**src/rtl/rf_write_ctrl.sv**
```systemverilog
// Register-file write-port controller: two 2-deep writeback queues (ALU, MEM)
// arbitrated round-robin onto one registered write port. Optional RF_CLEAR_EN adds a post-reset zero sweep.
//
// state | meaning
// CLEAR | post-reset sweep writing zero to every register (RF_CLEAR_EN only)
// RUN   | normal operation, queue heads arbitrated onto the write port

module rf_write_ctrl #(
   parameter int DATA_W = 16,
   parameter int ADDR_W = 4,
   parameter int NREGS  = 2**ADDR_W
) (
   input  logic              clk,
   input  logic              rst,
   input  logic              alu_wr_vld,
   input  logic [ADDR_W-1:0] alu_wr_addr,
   input  logic [DATA_W-1:0] alu_wr_data,
   output logic              alu_wr_rdy,
   input  logic              mem_wr_vld,
   input  logic [ADDR_W-1:0] mem_wr_addr,
   input  logic [DATA_W-1:0] mem_wr_data,
   output logic              mem_wr_rdy,
   output logic              rf_we,
   output logic [ADDR_W-1:0] rf_dst_addr,
   output logic [DATA_W-1:0] rf_dst,
   output logic [NREGS-1:0]  pend,
   output logic              busy
);

   localparam logic SRC_ALU = 1'b0;
   localparam logic SRC_MEM = 1'b1;

   // index 0 = ALU source, index 1 = MEM source
   logic [ADDR_W-1:0] q_addr [2][2];
   logic [DATA_W-1:0] q_data [2][2];
   logic              q_rd   [2];
   logic [1:0]        q_cnt  [2];

   logic              in_vld  [2];
   logic [ADDR_W-1:0] in_addr [2];
   logic [DATA_W-1:0] in_data [2];

   logic              rdy      [2];
   logic              push     [2];
   logic              pop      [2];
   logic              head_vld [2];
   logic              wr_ptr   [2];

   logic              last_grant;
   logic              grant_alu;
   logic              grant_mem;
   logic              grant_src;
   logic              accept_ok;
   logic              run;
   logic              clearing;
   logic [ADDR_W-1:0] clr_addr;

   assign in_vld[0]  = alu_wr_vld;
   assign in_addr[0] = alu_wr_addr;
   assign in_data[0] = alu_wr_data;
   assign in_vld[1]  = mem_wr_vld;
   assign in_addr[1] = mem_wr_addr;
   assign in_data[1] = mem_wr_data;

`ifdef RF_CLEAR_EN
   typedef enum logic {
      CLEAR = 1'b0,
      RUN   = 1'b1
   } state_t;

   state_t            state;
   state_t            state_next;
   logic [ADDR_W-1:0] clr_cnt;
   logic              busy_r;

   // busy_r lags the state by one cycle so it stays high while the
   // last sweep write is on the port
   always_ff @(posedge clk) begin
      if (rst) begin
         state   <= CLEAR;
         clr_cnt <= '0;
         busy_r  <= 1'b1;
      end else begin
         state  <= state_next;
         busy_r <= (state == CLEAR);
         if (state == CLEAR)
            clr_cnt <= clr_cnt + 1'b1;
      end
   end

   always_comb begin
      state_next = state;
      clearing   = 1'b0;
      run        = 1'b0;
      case (state)
         CLEAR: begin
            clearing = 1'b1;
            if (clr_cnt == ADDR_W'(NREGS-1))
               state_next = RUN;
         end
         RUN: run = 1'b1;
         default: state_next = CLEAR;
      endcase
   end

   assign busy     = busy_r;
   assign clr_addr = clr_cnt;
`else
   assign run      = 1'b1;
   assign clearing = 1'b0;
   assign busy     = 1'b0;
   assign clr_addr = '0;
`endif

   assign accept_ok = run && !busy && !rst;

   always_comb begin
      for (int s = 0; s < 2; s++) begin
         rdy[s]      = accept_ok && (q_cnt[s] != 2'd2);
         push[s]     = in_vld[s] && rdy[s];
         head_vld[s] = (q_cnt[s] != 2'd0);
         wr_ptr[s]   = q_rd[s] ^ q_cnt[s][0];
      end
   end

   assign alu_wr_rdy = rdy[0];
   assign mem_wr_rdy = rdy[1];

   assign grant_alu = run && head_vld[0] && (!head_vld[1] || last_grant == SRC_MEM);
   assign grant_mem = run && head_vld[1] && !grant_alu;
   assign grant_src = grant_mem;
   assign pop[0]    = grant_alu;
   assign pop[1]    = grant_mem;

   always_ff @(posedge clk) begin
      if (rst) begin
         for (int s = 0; s < 2; s++) begin
            q_cnt[s] <= 2'd0;
            q_rd[s]  <= 1'b0;
         end
      end else begin
         for (int s = 0; s < 2; s++) begin
            q_cnt[s] <= q_cnt[s] + {1'b0, push[s]} - {1'b0, pop[s]};
            if (pop[s])
               q_rd[s] <= ~q_rd[s];
         end
      end
   end

   // queue storage needs no reset; validity comes from q_cnt
   always_ff @(posedge clk) begin
      for (int s = 0; s < 2; s++) begin
         if (push[s]) begin
            q_addr[s][wr_ptr[s]] <= in_addr[s];
            q_data[s][wr_ptr[s]] <= in_data[s];
         end
      end
   end

   always_ff @(posedge clk) begin
      if (rst) begin
         rf_we       <= 1'b0;
         rf_dst_addr <= '0;
         rf_dst      <= '0;
         last_grant  <= SRC_MEM;
      end else if (clearing) begin
         rf_we       <= 1'b1;
         rf_dst_addr <= clr_addr;
         rf_dst      <= '0;
      end else if (grant_alu || grant_mem) begin
         rf_we       <= 1'b1;
         rf_dst_addr <= q_addr[grant_src][q_rd[grant_src]];
         rf_dst      <= q_data[grant_src][q_rd[grant_src]];
         last_grant  <= grant_src;
      end else begin
         rf_we <= 1'b0;
      end
   end

   always_comb begin
      pend = '0;
      for (int s = 0; s < 2; s++) begin
         for (int i = 0; i < 2; i++) begin
            if (q_cnt[s] == 2'd2 || (q_cnt[s] == 2'd1 && q_rd[s] == i[0]))
               pend[q_addr[s][i]] = 1'b1;
         end
      end
      if (rf_we)
         pend[rf_dst_addr] = 1'b1;
   end

endmodule

```
**config.mk**
```make
export PLATFORM = sky130hd
export DESIGN_NAME = rf_write_ctrl
export DESIGN_NICKNAME = d
export VERILOG_FILES = /design/src/rtl/rf_write_ctrl.sv
export SDC_FILE = /design/constraint.sdc
export NUM_CORES = 1
export LEC_CHECK = 0
export ABC_AREA = 0
export CORE_AREA = 4 4 116 118
export CTS_CLUSTER_SIZE = 24
export DETAILED_ROUTE_END_ITERATION = 12
export DIE_AREA = 0 0 120 122
export PLACE_DENSITY = 0.61
export SYNTH_ARGS = -nofsm -noshare
export SYNTH_HDL_FRONTEND = slang
export SYNTH_SLANG_ARGS = --single-unit
```
**constraint.sdc**
```tcl
create_clock -name clk -period 2.4 [get_ports clk]
set_input_delay 0.24 -clock clk [delete_from_list [all_inputs] [get_ports clk]]
set_output_delay 0.24 -clock clk [all_outputs]
set_load 0.05 [all_outputs]
```
==> results.ini <==
[floorplan]
dieArea_um2=14600
ios=84
dieWidth_um=120
row_count=41
die_y_um=122
start_util_pct=39.4
core_um2=12500

[global_routing]
grtUsageTotal_pct=16.2
grt_max_degree=21
grt_pass1_wl_um=18500
grt_pass1_vias=3557
overflow=0
antenna_found_initial=0

[layout]
drive_gt1_share_pct=17.9
final_util_pct=52.1
mostFrequentLayoutCells=edfxtp_1, clkdlybuf4s50_1, nor2_1
fillers=1086
final_common_cell=edfxtp_1
design_area_um2=6500
area_growth_pct=32.2
final_cells=648
antenna_cells=0
fin_nets=519

[logic_synthesis]
seq_area_frac_synth_pct=60.7
syn_nets=435
synth_cell_type_count=50
ys_ff_latch=108
ys_async_sr_fraction_pct=0
synth_area_leaders=edfxtp_1, dfxtp_1, mux2_2
synth_enable_flop_cells=82
synth_top_flop_cell=edfxtp_1
yosysTopAreaCell=edfxtp_1
syn_area_per_cell_um2=12.7
syn_area_um2=4910
yosysTopAreaCellShare_pct=50.1
ys_warn_count=0
synthCells=387

[status]
status=completed

[drt]
dr.pass1.iters=5
routed.top_layer=met4
drc_errors=0
wl_met2_um=5820
wire_per_inst_um=18.1
drt_first_iter_violations=373
drt-total-wl_um=11700
via_count=3487
drtAntennaViolNets=0
wl_met3_um=678
viasPerCell=5.38
m1WireLength_um=5000

[setup_path]
required_ns=2.16
path_cells=nand2b_2, a21oi_4, a221oi_1, nand3_1, buf_12
cpLargestDelayFamily=compound AO/OA/AOI/OAI gates
cp_num_buf_inv=1
slowest_stage=a221oi_1
critPathMaxStageDelay_ns=0.51
path_class=flop to output pin
start_kind=flop
critPathMaxFanout=8
endpoint_kind=output pin
cp.arrival_ns=2.08

[timing]
fin_crit_sh_pct=96.8
setup_violations=0
max_freq_ghz=0.431
relSlewSlack_pct=40.6
tightest_slew_ns=0.884
fin_crit_ns=2.32
hold_viol=0
fin_worst_skew_ns=0.00652
slew_viol_final=0

[cts]
clock_latency_ns=0.34
clk_pin_slew_worst_paths_ns=0.07
clockBufferDepth=2
cts_tree=built
cts-root-buf=clkbuf_16
hold_buffers=0
cts-htree-levels=3
cts_buffers=9
clock-sinks=108

[placement]
dp_hpwl_um=8500
place_congestion=0.922
place_area_um2=6170
portBuffers=82
dp.cells=631

[power]
finalPower_mw=7.91
peakVddDrop_mv=0.636
p_per_area_nw_per_um2=1220
p_leak_nw=2.31

[run]
drv_cap=0

[worst_hold_path]
hp-class=input port to flop

state kept, by name, summed over array words and instances, names as in the netlist:
signal,flops
q_rd,2
q_cnt,4
q_data,64
rf_dst_addr,4
q_addr,16
rf_we,1
last_grant,1
rf_dst,16
stage by stage:
step	TNS [ns]	hold WS (ns)	setup WS, ns
global placement	0	0.485	0.329
floorplan	0	0.339	0.254
finish	0	0.479	0.0778
global route	-0.00210	0.470	-0.00210
CTS	0	0.468	0.00857
detailed placement	0	0.476	0.256
cell usage after synthesis (3+ instances only):
cell type	count
edfxtp_1	82
nand3_1	21
nand3b_1	3
a21oi_1	8
nand2b_1	3
a221o_1	20
inv_1	8
a32oi_1	3
nor2b_1	9
mux2i_1	20
nor3_1	8
a22oi_1	20
buf_2	10
xnor2_1	4
nor2_1	37
mux2_2	20
ha_1	4
clkbuf_1	10
and3_1	6
nand4_1	7
nand2_1	18
dfxtp_1	26
nor3b_1	5
cell families after synthesis:
family,count (synthesis),share of synthesized area (%)
fa+ha+maj,4,1.02
other cells,1,0.0763
simple gates,130,13.8
mux,40,8.66
flops,108,60.7
compound gates,65,11.4
xor+xnor,6,1.07
buf+inv,33,3.23
where the power goes:
group / internal [mW] / total (mW) / switching (mW)
Clock: 0.916 / 1.53 / 0.610
Sequential: 2.50 / 2.85 / 0.351
Combinational: 1.44 / 3.53 / 2.09
Total: 4.86 / 7.91 / 3.05
routing by layer:
metal	global-route usage, %	vias to the layer above
met2	27.9	136
met5	0	-
met1	20.1	1686
met4	5.80	0
met3	3.62	18
li1	-	1647
worst reg2reg max path: stages, from the launching register on:
cell and delay [ns]:
dfxtp_1 0.47, or2_1 0.24, o21ai_0 0.19, nor2_2 0.72, a221o_1 0.27
worst paths after layout:
kind              endpoint  depth (start not counted)       startpoint  slack [ns]
min reg2reg     rf_dst[10]                          1       rf_dst[10]        0.50
max reg2reg      rf_dst[2]                          4      q_cnt[0][1]        0.45
max                pend[6]                          5      q_cnt[0][0]        0.08
min          q_data[1][28]                          1  mem_wr_data[12]        0.48
cell type report:
class | instances | area [µm²] | share of cell area [%]
multi-input cells | 246 | 1800 | 27.7
clock inverters | 4 | 72.6 | 1.12
repair buffers | 98 | 1160 | 17.8
flip-flops and latches | 108 | 2980 | 45.9
clock buffers | 12 | 236 | 3.64
inverters | 8 | 30.0 | 0.462
well taps | 172 | 215 | 3.31
what timing repair did:
| item | in CTS | in global routing |
|---|---|---|
| gates resized for setup | 2 | 2 |
| pin swaps | 0 | 4 |
| setup buffers | 0 | 1 |
| endpoints found under the setup margin | 8 | 12 |
Power figures use the tool's default switching activity.
